**src/rtl/mem_arbiter.sv**
```systemverilog
// Two-port (IFU / LSU) arbiter sharing one data-memory port; one outstanding transaction with watchdog.
// Define MEM_ARB_RR_EN for round-robin arbitration; otherwise the LSU has fixed priority.
module mem_arbiter #(
  parameter int ADDR_W  = 64,
  parameter int DATA_W  = 64,
  parameter int TIMEOUT = 255
) (
  input  logic              clk,
  input  logic              rst_n,
  input  logic              if_req_valid,
  output logic              if_req_ready,
  input  logic [ADDR_W-1:0] if_req_addr,
  output logic              if_rsp_valid,
  output logic [DATA_W-1:0] if_rsp_data,
  input  logic              ls_req_valid,
  output logic              ls_req_ready,
  input  logic [ADDR_W-1:0] ls_req_addr,
  input  logic              ls_req_wen,
  input  logic [DATA_W-1:0] ls_req_wdata,
  input  logic [7:0]        ls_req_wmask,
  output logic              ls_rsp_valid,
  output logic [DATA_W-1:0] ls_rsp_data,
  output logic              mem_req_valid,
  input  logic              mem_req_ready,
  output logic [ADDR_W-1:0] mem_req_addr,
  output logic              mem_req_wen,
  output logic [DATA_W-1:0] mem_req_wdata,
  output logic [7:0]        mem_req_wmask,
  input  logic              mem_rsp_valid,
  input  logic [DATA_W-1:0] mem_rsp_data,
  output logic              busy,
  output logic              timeout_err
);

  typedef enum logic [1:0] {S_IDLE, S_REQ, S_WAIT} state_t;

  localparam logic [15:0] CNT_LAST = 16'(TIMEOUT - 1);

  state_t            state_q;
  logic              owner_q;
  logic [ADDR_W-1:0] addr_q;
  logic              wen_q;
  logic [DATA_W-1:0] wdata_q;
  logic [7:0]        wmask_q;
  logic [15:0]       cnt_q;
  logic              err_q;

  logic grant_ls, grant_if, accept;
  logic is_idle, rsp_hit, wd_fire, deliver;

`ifdef MEM_ARB_RR_EN
  logic last_q;  // owner of the most recent grant, 0 = IF

  always_comb begin
    grant_ls = ls_req_valid;
    grant_if = if_req_valid & ~ls_req_valid;
    if (ls_req_valid && if_req_valid) begin
      grant_ls = ~last_q;
      grant_if = last_q;
    end
  end
`else
  assign grant_ls = ls_req_valid;
  assign grant_if = if_req_valid & ~ls_req_valid;
`endif

  assign is_idle      = (state_q == S_IDLE);
  assign ls_req_ready = is_idle & grant_ls;
  assign if_req_ready = is_idle & grant_if;
  assign accept       = ls_req_ready | if_req_ready;

  // A response arriving on the watchdog's last cycle still wins over the abort.
  assign rsp_hit = (state_q == S_WAIT) & mem_rsp_valid;
  assign wd_fire = ~is_idle & (cnt_q == CNT_LAST) & ~rsp_hit;
  assign deliver = rsp_hit | wd_fire;

  assign if_rsp_valid = deliver & ~owner_q;
  assign ls_rsp_valid = deliver & owner_q;
  assign if_rsp_data  = (rsp_hit & ~owner_q) ? mem_rsp_data : '0;
  assign ls_rsp_data  = (rsp_hit & owner_q) ? mem_rsp_data : '0;

  assign mem_req_valid = (state_q == S_REQ);
  assign mem_req_addr  = addr_q;
  assign mem_req_wen   = wen_q;
  assign mem_req_wdata = wdata_q;
  assign mem_req_wmask = wmask_q;

  assign busy        = ~is_idle;
  assign timeout_err = err_q | wd_fire;

  always_ff @(posedge clk or negedge rst_n) begin
    if (!rst_n) begin
      state_q <= S_IDLE;
      owner_q <= 1'b0;
      addr_q  <= '0;
      wen_q   <= 1'b0;
      wdata_q <= '0;
      wmask_q <= '0;
      cnt_q   <= '0;
      err_q   <= 1'b0;
`ifdef MEM_ARB_RR_EN
      last_q  <= 1'b0;
`endif
    end else begin
      case (state_q)
        S_IDLE: begin
          if (accept) begin
            owner_q <= grant_ls;
            addr_q  <= grant_ls ? ls_req_addr : if_req_addr;
            wen_q   <= grant_ls & ls_req_wen;
            wdata_q <= grant_ls ? ls_req_wdata : '0;
            wmask_q <= grant_ls ? ls_req_wmask : 8'h00;
            cnt_q   <= '0;
            state_q <= S_REQ;
`ifdef MEM_ARB_RR_EN
            last_q  <= grant_ls;
`endif
          end
        end
        S_REQ: begin
          cnt_q <= cnt_q + 16'd1;
          if (wd_fire) begin
            err_q   <= 1'b1;
            state_q <= S_IDLE;
          end else if (mem_req_ready) begin
            state_q <= S_WAIT;
          end
        end
        S_WAIT: begin
          cnt_q <= cnt_q + 16'd1;
          if (rsp_hit) begin
            state_q <= S_IDLE;
          end else if (wd_fire) begin
            err_q   <= 1'b1;
            state_q <= S_IDLE;
          end
        end
        default: state_q <= S_IDLE;
      endcase
    end
  end

endmodule

```
**config.mk**
```make
export PLATFORM = sky130hd
export DESIGN_NAME = mem_arbiter
export DESIGN_NICKNAME = d
export VERILOG_FILES = /design/src/rtl/mem_arbiter.sv
export SDC_FILE = /design/constraint.sdc
export NUM_CORES = 1
export LEC_CHECK = 0
export ABC_AREA = 1
export BUFFER_PORTS_ARGS = -buffer_cell sky130_fd_sc_hd__buf_2
export CAP_MARGIN = 20
export CORE_AREA = 4 4 209 211
export CTS_CLUSTER_SIZE = 25
export DETAILED_ROUTE_END_ITERATION = 8
export DIE_AREA = 0 0 213 215
export PLACE_DENSITY_LB_ADDON = 0.15
export SYNTH_ARGS = -nofsm -noshare
export SYNTH_HDL_FRONTEND = slang
export SYNTH_SLANG_ARGS = --single-unit
```
**constraint.sdc**
```tcl
create_clock -name clk -period 5.6 [get_ports clk]
set_clock_uncertainty 0.2 [all_clocks]
set_input_delay 0.28 -clock clk [delete_from_list [all_inputs] [get_ports clk]]
set_output_delay 0.28 -clock clk [all_outputs]
set_load 0.005 [all_outputs]
```
==> impl_metrics.csv <==
group,metric,value,unit
logic_synthesis,yosys_warnings,0,
final_layout,final_layout_size_suffix_gt1_share,35.5,%
detailed_routing,post_drt_via_cell_ratio,3.98,
clocking,cts_setup_buffers,0,
final_layout,fin_nets,1927,
hold_path,holdPathStages,5,
clocking,clock_latency,0.43,ns
logic_synthesis,synth_top_flop_cell,"dfrtp_1",
sta,period_needed,3.20,ns
floorplanning,core_area,0.0418,sq mm
placed_design,io_buffers,542,
run,cap_violations,0,
worst_setup_path,cp_slowest_stage_delay,0.56,ns
global_routing,grtUsageTotal,14.6,%
sta,setup_violations,0,
sta,worst_pin_slew,0.825,ns
power,leakagePower,7.59,nW
placed_design,placed_area,0.0108,sq mm
detailed_routing,drtAntennaViolNets,0,
placed_design,dp_hpwl,26300,um
logic_synthesis,synth_top_cell_area_share,51.2,%
global_routing,grt_pass1_wl,51600,um
worst_setup_path,startpoint_type,"flip-flop",
logic_synthesis,syn_area,0.00767,sq mm
final_layout,final_common_cell,"buf_2",
worst_setup_path,cp.required,5.12,ns
placed_design,dp_slack,2.86,ns
floorplanning,io_pins,543,
worst_setup_path,crit_chain,"inv_1 > ha_1 > nand2_2 > inv_2 > buf_4 > buf_2",
logic_synthesis,synth_edf_count,0,
worst_setup_path,path_buf_inv,4,
global_routing,grt-ovfl-total,0,
logic_synthesis,async_flop_share,100,%
clocking,clockRootBuffer,"clkbuf_16",
worst_setup_path,rr_startpoint,"state_q[0]",
placed_design,dp.cells,1982,
clocking,cts_buffer_depth,2,
floorplanning,die_area,0.0458,sq mm
sta,rsz0062_at_grt,"no",
worst_setup_path,endpoint_kind,"primary output",
power,peakVddDrop,0.000260,V
logic_synthesis,synthCells,952,
logic_synthesis,ys_seq_area_share,51.2,%
logic_synthesis,synth_area_leaders,"dfrtp_1, o21ai_0, a22o_1",
sta,slew_headroom,45.0,%
detailed_routing,wire_per_inst,15.6,um
clocking,numCtsBuffers,17,
logic_synthesis,syn_nets,1229,
placed_design,gp_congestion,0.800,
outcome,status,"completed",
worst_setup_path,critPathSlowestCell,"buf_4",
power,total_power,5.05,mW
global_routing,grt_pass1_vias,9134,
floorplanning,rows,75,
hold_path,min_to,"mem_req_addr[21]",
global_routing,grt_max_degree,97,
clocking,tritoncts,"done",
worst_setup_path,worst_r2r_endpoint,"mem_req_addr[54]",
worst_setup_path,crit_type,"reg2out",
sta,drv_slew,0,
final_layout,fin_cells,2208,
worst_setup_path,reg2regPathDepth,7,
final_layout,stdcell_area,0.0133,sq mm
power,cellPowerDensity,380,mW/mm^2
clocking,h-tree-depth,4,
logic_synthesis,synth_cell_types,26,
worst_setup_path,reg2reg_slack,2.88,ns
detailed_routing,drtIter0Drc,318,
logic_synthesis,avgSynthCellArea,8.05,sq um
floorplanning,start_util,18.4,%
sta,max_freq,312,MHz
hold_path,hold_path_class,"in2reg",
floorplanning,die_w,213,um
sta,layout_worst_path_cycle_share,57.2,%
clocking,clock-sinks,157,
hold_path,min_from,"ls_req_addr[21]",
worst_setup_path,crit_arrival,2.72,ns
detailed_routing,dr.pass1.iters,5,
final_layout,final_cell_mix,"buf_2, dlygate4sd3_1, nand2_1, nor2_1, dfrtp_1",
clocking,path_clk_slew,0.06,ns
global_routing,grt_antenna_before_repair,13,
detailed_routing,drc,0,
logic_synthesis,yosysTopAreaCell,"dfrtp_1",
sta,hold_viol_final,0,
sta,fin_setup_tns,0,ns
worst_setup_path,path_delay_family,"buffers and inverters",
final_layout,syn_to_final_growth,73.0,%
worst_setup_path,cp_max_fo,45,
detailed_routing,vias,8794,
detailed_routing,totalWireLength,34500,um
logic_synthesis,ys_seq_elements,157,
sta,worst_slack,2.40,ns
floorplanning,chipHeight,215,um
tightest hold or removal path: stages:
cell and delay (ns):
buf_2 0.10, inv_1 0.04, nand2_1 0.03, o21ai_0 0.08, o21ai_0 0.08
through the flow:
stage,hold slack [ns],utilization [%]
4_1_cts,0.00629,31.6
5_1_grt,0.0509,31.8
3_5_place_dp,0.151,25.9
3_3_place_gp,0.168,25.9
2_1_floorplan,-0.216,-
6_report,0.0160,31.8
power by group:
group	switching [mW]	internal, mW
logic	1.12	0.926
clock network	0.488	0.586
registers	0.275	1.65
flip-flops by register name (all words and copies together) (netlist names):
signal / flops
cnt_q: 16
err_q: 1
mem_req_addr: 64
mem_req_wdata: 64
mem_req_wen: 1
mem_req_wmask: 8
owner_q: 1
state_q: 2
synth_stat cells (2+ instances only):
master	instances
nand2_1	168
nor2_1	160
dfrtp_1	157
inv_1	157
o21ai_0	128
a22o_1	73
clkbuf_1	33
buf_2	12
o21ai_1	12
buf_6	9
a21oi_1	8
nand3_1	8
ha_1	6
nor3_1	4
nand2_2	3
nand4_1	3
buf_1	2
how the worst max path moves through the flow:
stage / startpoint / endpoint / slack, ns / cells past startpoint
6_report: state_q[0] / ls_req_ready / 2.40 / 6
5_1_grt: state_q[0] / ls_req_ready / 2.19 / 6
4_1_cts: state_q[0] / ls_req_ready / 2.38 / 6
3_5_place_dp: state_q[0] / mem_req_addr[45] / 2.86 / 7
3_3_place_gp: state_q[0] / ls_req_ready / 2.89 / 6
2_1_floorplan: state_q[0] / ls_rsp_data[10] / 3.75 / 7
routing by layer:
| layer | vias up | wire length, um | global-route usage, % |
|---|---|---|---|
| met4 | 2 | 901 | 5.26 |
| met3 | 45 | 2480 | 3.91 |
| met2 | 347 | 18100 | 27.6 |
| li1 | 4393 | - | - |
| met1 | 4007 | 13100 | 15.3 |
| met5 | - | 12 | 0 |
layout make-up:
class	instances	area [sq um]
flip-flops and latches	157	3930
repair buffers	736	4670
clock inverters	10	67.6
multi-input cells	580	2850
fillers	4470	28500
clock buffers	21	460
inverters	158	598
well taps	539	674
diodes	7	17.5
logic make-up (layout without fill, tap and decap cells):
group           after synthesis  in the layout  share of synthesized area [%]
compound gates              225            225                           18.5
fa+ha+maj                     6              6                          0.979
other cells                   0              7                              0
flops                       157            157                           51.2
simple gates                349            349                           17.6
buf+inv                     215            925                           11.7
timing repair:
action | in CTS | in global routing
hold endpoints to repair | 205 | 0
gates resized for setup | 0 | 0
hold buffers | 186 | 0
No activity file was read; power rests on OpenSTA's default activity.
